**src/rtl/half_duplex_line_ctrl.sv**
```systemverilog
// rtl/half_duplex_line_ctrl.sv - tri-state line sequencer: shift command out, turn around, sample response
module half_duplex_line_ctrl #(
    parameter int WIDTH        = 8,
    parameter int CLKS_PER_BIT = 4,
    parameter int TURN_CYCLES  = 2
) (
    input  logic             clk,
    input  logic             rst_n,
    input  logic             start,
    input  logic [WIDTH-1:0] tx_word,
    input  logic             line_in,
    output logic             buf_a,
    output logic             buf_en,
    output logic             busy,
    output logic             done,
    output logic [WIDTH-1:0] rx_word
);
    localparam int BCW = (CLKS_PER_BIT > 1) ? $clog2(CLKS_PER_BIT) : 1;
    localparam int IW  = (WIDTH > 1) ? $clog2(WIDTH) : 1;
    localparam int TW  = (TURN_CYCLES > 1) ? $clog2(TURN_CYCLES) : 1;

    localparam logic [BCW-1:0] BIT_LAST   = BCW'(CLKS_PER_BIT - 1);
    localparam logic [BCW-1:0] BIT_SAMPLE = BCW'(CLKS_PER_BIT / 2);
    localparam logic [IW-1:0]  IDX_LAST   = IW'(WIDTH - 1);
    localparam logic [TW-1:0]  TURN_LAST  = TW'(TURN_CYCLES - 1);

    localparam logic [2:0] S_IDLE  = 3'd0;
    localparam logic [2:0] S_DRIVE = 3'd1;
    localparam logic [2:0] S_TURN  = 3'd2;
    localparam logic [2:0] S_RECV  = 3'd3;
    localparam logic [2:0] S_DONE  = 3'd4;

    logic [2:0]       state_q, state_d;
    logic [BCW-1:0]   bit_cnt_q, bit_cnt_d;
    logic [IW-1:0]    idx_q, idx_d;
    logic [TW-1:0]    turn_q, turn_d;
    logic [WIDTH-1:0] tx_sh_q, tx_sh_d;
    logic [WIDTH-1:0] rx_sh_q, rx_sh_d;
    logic [WIDTH-1:0] rx_word_q, rx_word_d;
    logic             buf_a_q, buf_en_q;

    always_comb begin
        state_d   = state_q;
        bit_cnt_d = bit_cnt_q;
        idx_d     = idx_q;
        turn_d    = turn_q;
        tx_sh_d   = tx_sh_q;
        rx_sh_d   = rx_sh_q;
        rx_word_d = rx_word_q;
        case (state_q)
            S_IDLE: begin
                if (start) begin
                    tx_sh_d   = tx_word;
                    bit_cnt_d = '0;
                    idx_d     = '0;
                    state_d   = S_DRIVE;
                end
            end
            S_DRIVE: begin
                if (bit_cnt_q == BIT_LAST) begin
                    bit_cnt_d = '0;
                    tx_sh_d   = tx_sh_q >> 1;
                    if (idx_q == IDX_LAST) begin
                        idx_d   = '0;
                        turn_d  = '0;
                        state_d = S_TURN;
                    end else begin
                        idx_d = idx_q + IW'(1);
                    end
                end else begin
                    bit_cnt_d = bit_cnt_q + BCW'(1);
                end
            end
            S_TURN: begin
                if (turn_q == TURN_LAST) begin
                    turn_d    = '0;
                    bit_cnt_d = '0;
                    idx_d     = '0;
                    state_d   = S_RECV;
                end else begin
                    turn_d = turn_q + TW'(1);
                end
            end
            S_RECV: begin
                // Mid-bit sample; new bits enter at the MSB so the first bit ends up at [0].
                if (bit_cnt_q == BIT_SAMPLE) begin
                    rx_sh_d = (rx_sh_q >> 1) | (WIDTH'(line_in) << (WIDTH - 1));
                end
                if (bit_cnt_q == BIT_LAST) begin
                    bit_cnt_d = '0;
                    if (idx_q == IDX_LAST) begin
                        idx_d     = '0;
                        rx_word_d = rx_sh_d;
                        state_d   = S_DONE;
                    end else begin
                        idx_d = idx_q + IW'(1);
                    end
                end else begin
                    bit_cnt_d = bit_cnt_q + BCW'(1);
                end
            end
            S_DONE:  state_d = S_IDLE;
            default: state_d = S_IDLE;
        endcase
    end

    always_ff @(posedge clk) begin
        if (!rst_n) begin
            state_q   <= S_IDLE;
            bit_cnt_q <= '0;
            idx_q     <= '0;
            turn_q    <= '0;
            tx_sh_q   <= '0;
            rx_sh_q   <= '0;
            rx_word_q <= '0;
            buf_a_q   <= 1'b0;
            buf_en_q  <= 1'b0;
        end else begin
            state_q   <= state_d;
            bit_cnt_q <= bit_cnt_d;
            idx_q     <= idx_d;
            turn_q    <= turn_d;
            tx_sh_q   <= tx_sh_d;
            rx_sh_q   <= rx_sh_d;
            rx_word_q <= rx_word_d;
            // Pad controls are registered from next state so they line up with the state cycle.
            buf_en_q  <= (state_d == S_DRIVE);
            buf_a_q   <= (state_d == S_DRIVE) && tx_sh_d[0];
        end
    end

    assign buf_a   = buf_a_q;
    assign buf_en  = buf_en_q;
    assign busy    = (state_q != S_IDLE);
    assign done    = (state_q == S_DONE);
    assign rx_word = rx_word_q;
endmodule
```
**config.mk**
```make
export PLATFORM = sky130hd
export DESIGN_NAME = half_duplex_line_ctrl
export DESIGN_NICKNAME = d
export VERILOG_FILES = /design/src/rtl/half_duplex_line_ctrl.sv
export SDC_FILE = /design/constraint.sdc
export NUM_CORES = 1
export LEC_CHECK = 0
export CAP_MARGIN = 20
export CORE_MARGIN = 2
export CORE_UTILIZATION = 25
export DETAILED_ROUTE_END_ITERATION = 6
export MAX_ROUTING_LAYER = met4
export PLACE_DENSITY_LB_ADDON = 0.05
export SETUP_SLACK_MARGIN = 0.02
export SYNTH_ARGS = -nofsm -noshare
export SYNTH_HDL_FRONTEND = slang
export SYNTH_SLANG_ARGS = --single-unit
```
**constraint.sdc**
```tcl
create_clock -name clk -period 1.51 [get_ports clk]
set_clock_uncertainty 0.1 [all_clocks]
set_input_delay 0.453 -clock clk [delete_from_list [all_inputs] [get_ports clk]]
set_output_delay 0.453 -clock clk [all_outputs]
set_load 0.02 [all_outputs]
```
==> impl_metrics.toml, run 1 <==
[logic_synthesis]
yosysWarnings = 0
syn-cell-area_um2 = 1640
synth_cell_types = 37
ys_top_cells_by_area = "dfxtp_1 (43%), a21boi_0 (7.8%), mux2i_1 (6.7%)"
synth_edf_count = 0
async_flop_share_pct = 0
synth-compound-area-share_pct = 19.6
synth_xor_area_share_pct = 0.533
synth_top_area_cell = "dfxtp_1"
synth_top_family_by_area = "simple AND/OR/NAND/NOR gates"
syn_inst = 174
synthMuxAreaShare_pct = 7.38
syn_nets = 190
synth-adder-area-share_pct = 3.04
yosysSeqAreaShare_pct = 42.6
syn_avg_cell_area_um2 = 9.45
yosysTopAreaCellShare_pct = 42.6
synthSimpleGateAreaFrac_pct = 21.6
ys_ff_latch = 35
synth_ff_type = "dfxtp_1"

[pwr]
pwr-share-comb_pct = 10.0
internal-power_w = 0.00159
max-vdd-ir-drop_v = 0.000385
switching_share_pct = 22.6
p_switching_w = 0.000466
pwr-share-clk_pct = 43.3
power_density_nw_per_um2 = 832
p_leak_nw = 0.964
power_frac_seq_pct = 46.7

[clocking]
cts.sinks = 35
ctsHoldBuffers = 0
cts_tree = "done"
clkLatencyLatePin_ns = 0.29
clk_pin_slew_worst_paths_ns = 0.07
cts_max_path_buffers = 2
cts.htree.levels = 2
cts_root_buf = "clkbuf_8"
cts_buffers = 5

[final_layout]
final_cell_mix = "dfxtp_1 (28), nand2_1 (20), buf_4 (18)"
antennaDiodeCount = 0
fin_nets = 233
syn_to_final_growth_pct = 50.5
layout_commonest_cell = "dfxtp_1"
drive_above_1_share_pct = 41.3

[worst_setup_path]
reg2reg_from = "state_q[1]"
cp-end-kind = "primary output"
cp-start-kind = "register"
path_class = "register to primary output"
r2r-end = "idx_q[0]"
r2r_slack_ns = -0.08
reg2reg_depth = 6
startpoint = "state_q[0]"
critPathCapture = "busy"
crit_arrival_ns = 1.15
required_ns = 0.96
worst-path-max-fanout = 4

[floorplan]
die-area_um2 = 7240
start_util_pct = 25.9
core-area_um2 = 6350
ios = 24
placementRows = 29
die_w_um = 85.1
die_h_um = 85.1

[run_status]
outcome = "complete, but fails checks"
violations = "setup timing"

[global_routing]
grt_overflow = 0
antenna_found_initial = 0
grt_pass1_vias = 1496
grt_start_max_net_pins = 22
grt_pass1_wl_um = 7130
grtUsageTotal_pct = 12.5

[place]
dp_hpwl_um = 2930
place_congestion = 0.776
port_buffers = 23

[sta]
max_freq_mhz = 588
slew_viol_final = 0
slew_headroom_pct = 77.5
fin_crit_sh_pct = 113
rsz0062_at_grt = "yes"
setup_viol = 16
worst_pin_slew_ns = 0.337
fin_crit_ns = 1.70
final.setup.worst_slack_ns = -0.192
fin_tns_setup_ns = -1.16
hold_viol = 0
worst_hold_slack_ns = 0.367

[job]
maxCapViolations = 0

[detailed_routing]
drt_iter0_markers = 60
drt-wirelength-per-cell_um = 13.9
drc = 0
dr.pass1.iters = 4
totalWireLength_um = 4100
num_vias = 1414
vias_per_cell = 4.79
ant_nets = 0

[hold_path]
holdCritPathClass = "register to register"
hold_depth = 2
==> metal layers <==
layer / vias up / track usage (%) / routed length (um)
li1: 714 / - / -
met1: 668 / 14.9 / 1980
met2: 24 / 21.2 / 1890
met3: 8 / 2.82 / 140
met4: 0 / 3.90 / 83
met5: - / - / 0
==> worst max-delay path, stage by stage (launching register included) <==
cell and delay, ns:
dfxtp_4 0.36, or3_4 0.36, buf_6 0.14
==> registers in the layout, indices dropped and copies added (netlist names) <==
signal	count
buf_en	1
bit_cnt_q	2
rx_sh_q	8
rx_word	8
idx_q	3
turn_q	1
state_q	3
buf_a	1
tx_sh_q	8
==> logic make-up after synthesis <==
family,after synthesis
AND/OR/NAND/NOR,64
XOR/XNOR,1
AO/OA/AOI/OAI,39
multiplexers,12
buffers and inverters,19
flip-flops,35
adder cells (fa/ha/maj),4
==> power groups by stage <==
stage                     logic [W]  registers, W  clock network, W
after floorplan            0.000101      0.000979                 0
after global placement     0.000175      0.000980                 0
after detailed placement   0.000179      0.000980                 0
after CTS                  0.000190      0.000959          0.000920
after global routing       0.000224      0.000964          0.000957
final                      0.000205      0.000961          0.000891
==> worst min path at each step <==
| stage | start | to |
|---|---|---|
| 6_report | rx_sh_q[0] | rx_sh_q[0] |
| 5_1_grt | tx_sh_q[4] | tx_sh_q[4] |
| 4_1_cts | rx_sh_q[0] | rx_sh_q[0] |
| 3_5_place_dp | rx_sh_q[0] | rx_sh_q[0] |
| 3_3_place_gp | idx_q[1] | idx_q[1] |
| 2_1_floorplan | idx_q[1] | idx_q[1] |
==> stage by stage <==
stage	power, W	cells	utilization [%]	worst slack [ns]	instance area [um2]
after floorplan	0.00108	174	-	-0.000652	1700
after global placement	0.00115	279	32.9	-0.493	2090
after detailed placement	0.00116	279	32.9	-0.537	2090
after CTS	0.00207	293	37.7	-0.206	2390
after global routing	0.00214	295	39.0	-0.223	2470
final	0.00206	295	39.0	-0.192	2470
==> area by class of cell <==
| class | count | area (um2) |
|---|---|---|
| well taps | 77 | 96.3 |
| fillers | 608 | 3880 |
| clock inverters | 2 | 35.0 |
| multi-input cells | 120 | 1050 |
| flip-flops and latches | 35 | 714 |
| clock buffers | 6 | 82.6 |
| repair buffers | 51 | 477 |
| inverters | 4 | 15.0 |
==> timing repair <==
item                       CTS  global route
buffers inserted             4             3
pin swaps                   19             6
gates resized for setup     76            35
setup endpoints to repair   37            40
gates cloned                 2             0
==> synthesized netlist by cell type (all sizes together) (2+ instances only) <==
cell type / number
a21boi: 17
a22oi: 7
and3: 3
buf: 5
clkbuf: 10
dfxtp: 35
ha: 4
inv: 4
mux2i: 11
nand2: 22
nand2b: 2
nand3: 20
nand3b: 2
nor2: 2
nor2b: 2
nor3: 2
o211a: 8
o21ai: 2
or3: 2
(Power assumes the default switching activity.)
==> run 2: changes to the inputs <==
- ABC_AREA: unset -> 1
==> impl_metrics.toml, run 2 <==
[floorplan]
die_w_um = 83.7
core-area_um2 = 6240
die_h_um = 83.7
ios = 24
die-area_um2 = 7000
placementRows = 29
start_util_pct = 25.4

[hold_path]
hold_depth = 2
holdCritPathClass = "register to register"
holdPathEnd = "rx_word[5]"
min_from = "rx_word[5]"

[run_status]
violations = "setup timing"
outcome = "complete, but fails checks"

[sta]
hold_viol = 0
max_freq_mhz = 649
slew_viol_final = 0
worst_hold_slack_ns = 0.363
worst_pin_slew_ns = 0.275
fin_crit_sh_pct = 102
final.setup.worst_slack_ns = -0.0313
setup_viol = 1
slew_headroom_pct = 81.6
rsz0062_at_grt = "yes"
fin_crit_ns = 1.54

[clocking]
ctsHoldBuffers = 0
cts.htree.levels = 2
clkLatencyLatePin_ns = 0.28
cts_max_path_buffers = 2
cts_tree = "done"
cts_buffers = 5
cts.sinks = 35
clk_pin_slew_worst_paths_ns = 0.07
cts_root_buf = "clkbuf_8"

[detailed_routing]
dr.pass1.iters = 4
ant_nets = 0
totalWireLength_um = 3690
num_vias = 1473
drt_iter0_markers = 71
vias_per_cell = 4.20
drt-wirelength-per-cell_um = 10.5
drc = 0

[pwr]
internal-power_w = 0.00139
power_frac_seq_pct = 52.2
pwr-share-comb_pct = 12.6
pwr-share-clk_pct = 35.2
power_density_nw_per_um2 = 835
max-vdd-ir-drop_v = 0.000433
p_switching_w = 0.000463
switching_share_pct = 25.0
p_leak_nw = 0.993

[worst_setup_path]
crit_chain = "buf_6 -> nor2_4 -> nand2_2 -> buf_6"
cp-start-kind = "register"
crit_arrival_ns = 0.99
reg2reg_depth = 7
worst-path-max-fanout = 2
cpPeakStageDelay_ns = 0.32
path_class = "register to primary output"
slowest_stage = "dfxtp_2"
r2r_slack_ns = 0.10
cp-end-kind = "primary output"
r2r-end = "tx_sh_q[5]"
reg2reg_from = "bit_cnt_q[1]"
cp_common_cell = "buf_6"
required_ns = 0.96

[final_layout]
fin_util_pct = 35.5
final_cell_mix = "nand2_1 (56), inv_1 (31), dfxtp_1 (31)"
fin_nets = 289
layout_commonest_cell = "nand2_1"
antennaDiodeCount = 0
syn_to_final_growth_pct = 39.4
drive_above_1_share_pct = 25.2
fin_area_um2 = 2210

[logic_synthesis]
synth_ff_type = "dfxtp_1"
synth_top_area_cell = "dfxtp_1"
synth_edf_count = 0
yosysTopAreaCellShare_pct = 44.1
synth.top_cells.by_count = "nand2_1 (61), dfxtp_1 (35), inv_1 (33)"
ys_top_cells_by_area = "dfxtp_1 (44%), nand2_1 (14%), o21ai_0 (8.5%)"
ys_ff_latch = 35
async_flop_share_pct = 0
syn_avg_cell_area_um2 = 6.96
yosysWarnings = 0
syn-cell-area_um2 = 1590
synth.most_common_cell = "nand2_1"
synth_cell_types = 18
yosysSeqAreaShare_pct = 44.1
syn_nets = 244
syn_inst = 228

[global_routing]
grt_overflow = 0
grtUsageTotal_pct = 11.7
grt_pass1_vias = 1412
grt_pass1_wl_um = 6390
antenna_found_initial = 0
grt_start_max_net_pins = 21

[place]
pre_cts_slack_ns = -0.302
dp_hpwl_um = 2600
place_area_um2 = 2060
port_buffers = 23
place_congestion = 0.706

[job]
maxCapViolations = 0
==> run 2: cell count changes in the layout (fill, tap and decap cells not counted), moves of 8 or more <==
cell,change
a21boi_1,-9
a21oi_1,+17
inv_1,+29
mux2i_1,-10
nand2_1,+36
nor2_1,+19
o211a_1,-8
o21ai_0,+22
==> run 2: layout make-up <==
| class | instances | area [um2] |
|---|---|---|
| clock inverters | 1 | 5.00 |
| multi-input cells | 154 | 822 |
| clock buffers | 7 | 76.3 |
| fillers | 692 | 4030 |
| flip-flops and latches | 35 | 706 |
| inverters | 34 | 128 |
| well taps | 77 | 96.3 |
| repair buffers | 43 | 380 |
==> run 2: per-layer routing <==
layer  up-vias  routed length (um)  share of wire (%)  track usage (%)
li1        806                   -                  -                -
met1       645                1830                 50             13.9
met2        17                1680                 46             18.5
met3         5                 121                3.3             3.17
met4         0                  56                1.5             4.84
met5         -                   0                  0                -
==> run 2: kinds of logic after synthesis <==
| family | count (synthesis) | synth area share (%) |
|---|---|---|
| AOI/OAI and AO/OA | 51 | 16.7 |
| DFF | 35 | 44.1 |
| adders and majority gates | 4 | 3.15 |
| buffers and inverters | 39 | 9.46 |
| and+or+nand+nor | 99 | 26.6 |
==> run 2: how the worst max path moves through the flow <==
| stage | startpoint | to | slack [ns] | depth (start not counted) |
|---|---|---|---|---|
| after floorplan | state_q[2] | done | 0.1 | 2 |
| after global routing | state_q[2] | busy | -0.09 | 4 |
| final | state_q[2] | busy | -0.03 | 4 |
| after CTS | state_q[2] | busy | -0.07 | 4 |
| after global placement | start | idx_q[0] | -0.27 | 8 |
| after detailed placement | start | idx_q[2] | -0.30 | 8 |
==> run 2: power by group through the flow <==
stage          Sequential, W  Clock (W)  Combinational, W
2_1_floorplan       0.000987          0          0.000111
6_report            0.000965   0.000651          0.000233
3_3_place_gp        0.000984          0          0.000221
5_1_grt             0.000968   0.000728          0.000262
3_5_place_dp        0.000983          0          0.000220
4_1_cts             0.000962   0.000699          0.000223
==> run 2: per-stage QoR <==
step           TNS (ns)  instances  power (W)
3_5_place_dp      -4.74        342    0.00120
3_3_place_gp      -4.54        342    0.00120
5_1_grt          -0.176        351    0.00196
2_1_floorplan         0        228    0.00110
6_report        -0.0313        351    0.00185
4_1_cts          -0.130        350    0.00188
==> run 2: repair_timing <==
action,CTS,global route
pin swaps,1,14
setup buffers,0,1
resized for setup,38,37
setup endpoints to repair,36,36
==> run 2: worst max-delay path, delay by kind of cell (launching register included) <==
kind / cells / cell delay [ns]
buffers and inverters: 2 / 0.24
flip-flops: 1 / 0.32
AND/OR/NAND/NOR: 2 / 0.15
==> run 3: changes to the inputs <==
- SKIP_LAST_GASP: unset -> 1
==> impl_metrics.toml, run 3 (synthesis gave the netlist of run 2 again) <==
[clocking]
cts_max_path_buffers = 2
cts_buffers = 5
clk_pin_slew_worst_paths_ns = 0.07
cts.htree.levels = 2
ctsHoldBuffers = 0
cts_root_buf = "clkbuf_8"
cts.sinks = 35
cts_tree = "done"
clkLatencyLatePin_ns = 0.29

[sta]
setup_viol = 1
fin_crit_ns = 1.57
worst_pin_slew_ns = 0.278
hold_viol = 0
slew_headroom_pct = 81.4
slew_viol_final = 0
fin_crit_sh_pct = 104
rsz0062_at_grt = "yes"
final.setup.worst_slack_ns = -0.0616
max_freq_mhz = 636

[floorplan]
placementRows = 29
die_h_um = 83.7
ios = 24
die_w_um = 83.7
die-area_um2 = 7000
core-area_um2 = 6240
start_util_pct = 25.4

[worst_setup_path]
cp_common_cell = "buf_6"
slowest_stage = "dfxtp_2"
cp-end-kind = "primary output"
worst-path-max-fanout = 2
crit_buf_inv = 2
crit_arrival_ns = 1.02
cp-start-kind = "register"
crit_chain = "buf_6 -> nor2_4 -> nand2_2 -> buf_6"
required_ns = 0.96
reg2reg_depth = 10
cp_top_family = "flip-flops"
startpoint = "state_q[2]"
cpPeakStageDelay_ns = 0.32
r2r_slack_ns = 0.01
r2r-end = "tx_sh_q[5]"
reg2reg_from = "state_q[2]"
path_class = "register to primary output"

[final_layout]
final_cell_mix = "nand2_1 (55), inv_1 (30), dfxtp_1 (30)"
num-fill-cells = 690
syn_to_final_growth_pct = 40.3
fin_util_pct = 35.7
regArea_um2 = 707
antennaDiodeCount = 0
fin_nets = 291
drive_above_1_share_pct = 26.4
layout_commonest_cell = "nand2_1"
fin_cells = 353
multiInputGateArea_um2 = 806

[detailed_routing]
drt_iter0_markers = 52
vias_per_cell = 4.18
ant_nets = 0
dr.pass1.iters = 4
drt-wirelength-per-cell_um = 10.5
drc = 0
totalWireLength_um = 3710
num_vias = 1474

[hold_path]
holdPathEnd = "rx_word[5]"
min_from = "rx_word[5]"
hold_depth = 2
holdCritPathClass = "register to register"

[global_routing]
grt_overflow = 0
grt_pass1_wl_um = 6360
antenna_found_initial = 0
grt_pass1_vias = 1407
grtUsageTotal_pct = 11.6
grt_start_max_net_pins = 21

[place]
place_congestion = 0.706
dp_hpwl_um = 2600
port_buffers = 23
place_inst = 342

[run_status]
violations = "setup timing"
outcome = "complete, but fails checks"

[pwr]
p_leak_nw = 1.01
power_density_nw_per_um2 = 832
max-vdd-ir-drop_v = 0.000431

[job]
maxCapViolations = 0
==> run 3: cell types whose count changed in the layout (fill, tap and decap cells not counted), moves of 2 or more <==
| cell | previous run | this run |
|---|---|---|
| o21ai_1 | 4 | 2 |
| buf_6 | 3 | 6 |
| o21ai_0 | 23 | 25 |
| ha_4 | 2 | 0 |
| ha_2 | 1 | 3 |
==> run 3: repair_timing <==
| item | CTS | global route |
|---|---|---|
| buffers inserted | 0 | 3 |
| endpoints found under the setup margin | 36 | 36 |
| pin swaps | 1 | 22 |
| gates resized for setup | 30 | 48 |
==> run 3: layer usage <==
| layer | vias up | wire length, um | global-route usage (%) |
|---|---|---|---|
| li1 | 812 | - | - |
| met1 | 640 | 1840 | 13.8 |
| met2 | 17 | 1690 | 18.5 |
| met3 | 5 | 121 | 3.17 |
| met4 | 0 | 56 | 4.84 |
| met5 | - | 0 | - |
==> run 3: tightest hold or removal path, delay by kind of cell (launching register included) <==
family,cells,cell delay [ns]
flops,1,0.31
compound gates,1,0.05
simple gates,1,0.06
==> run 3: cell type report <==
type                    instances  area share, %
flip-flops and latches         35           31.7
multi-input cells             154           36.2
inverters                      34           5.84
clock buffers                   7           3.43
well taps                      77           4.33
repair buffers                 45           18.3
clock inverters                 1          0.225
==> run 3: how the worst max path moves through the flow <==
stage,to,slack (ns),cells past startpoint
2_1_floorplan,done,0.1,2
3_3_place_gp,idx_q[0],-0.27,8
3_5_place_dp,idx_q[2],-0.30,8
4_1_cts,done,-0.24,2
5_1_grt,busy,-0.11,4
6_report,busy,-0.06,4
==> run 3: per-stage QoR <==
step	hold WS (ns)	total power (W)	cell area, um2	setup slack [ns]	TNS [ns]
floorplan	0.324	0.00110	1590	0.0960	0
global placement	0.343	0.00120	2060	-0.268	-4.54
detailed placement	0.350	0.00120	2060	-0.302	-4.74
CTS	0.368	0.00188	2150	-0.235	-0.353
global route	0.388	0.00196	2230	-0.112	-0.778
finish	0.362	0.00185	2230	-0.0616	-0.0616
==> run 3: power breakdown <==
| group | leakage (nW) | switching, W | internal [W] | total [W] |
|---|---|---|---|---|
| combinational | 0.677 | 0.000121 | 0.000116 | 0.000237 |
| sequential | 0.286 | 0.0000138 | 0.000950 | 0.000964 |
| clock | 0.0422 | 0.000328 | 0.000324 | 0.000652 |
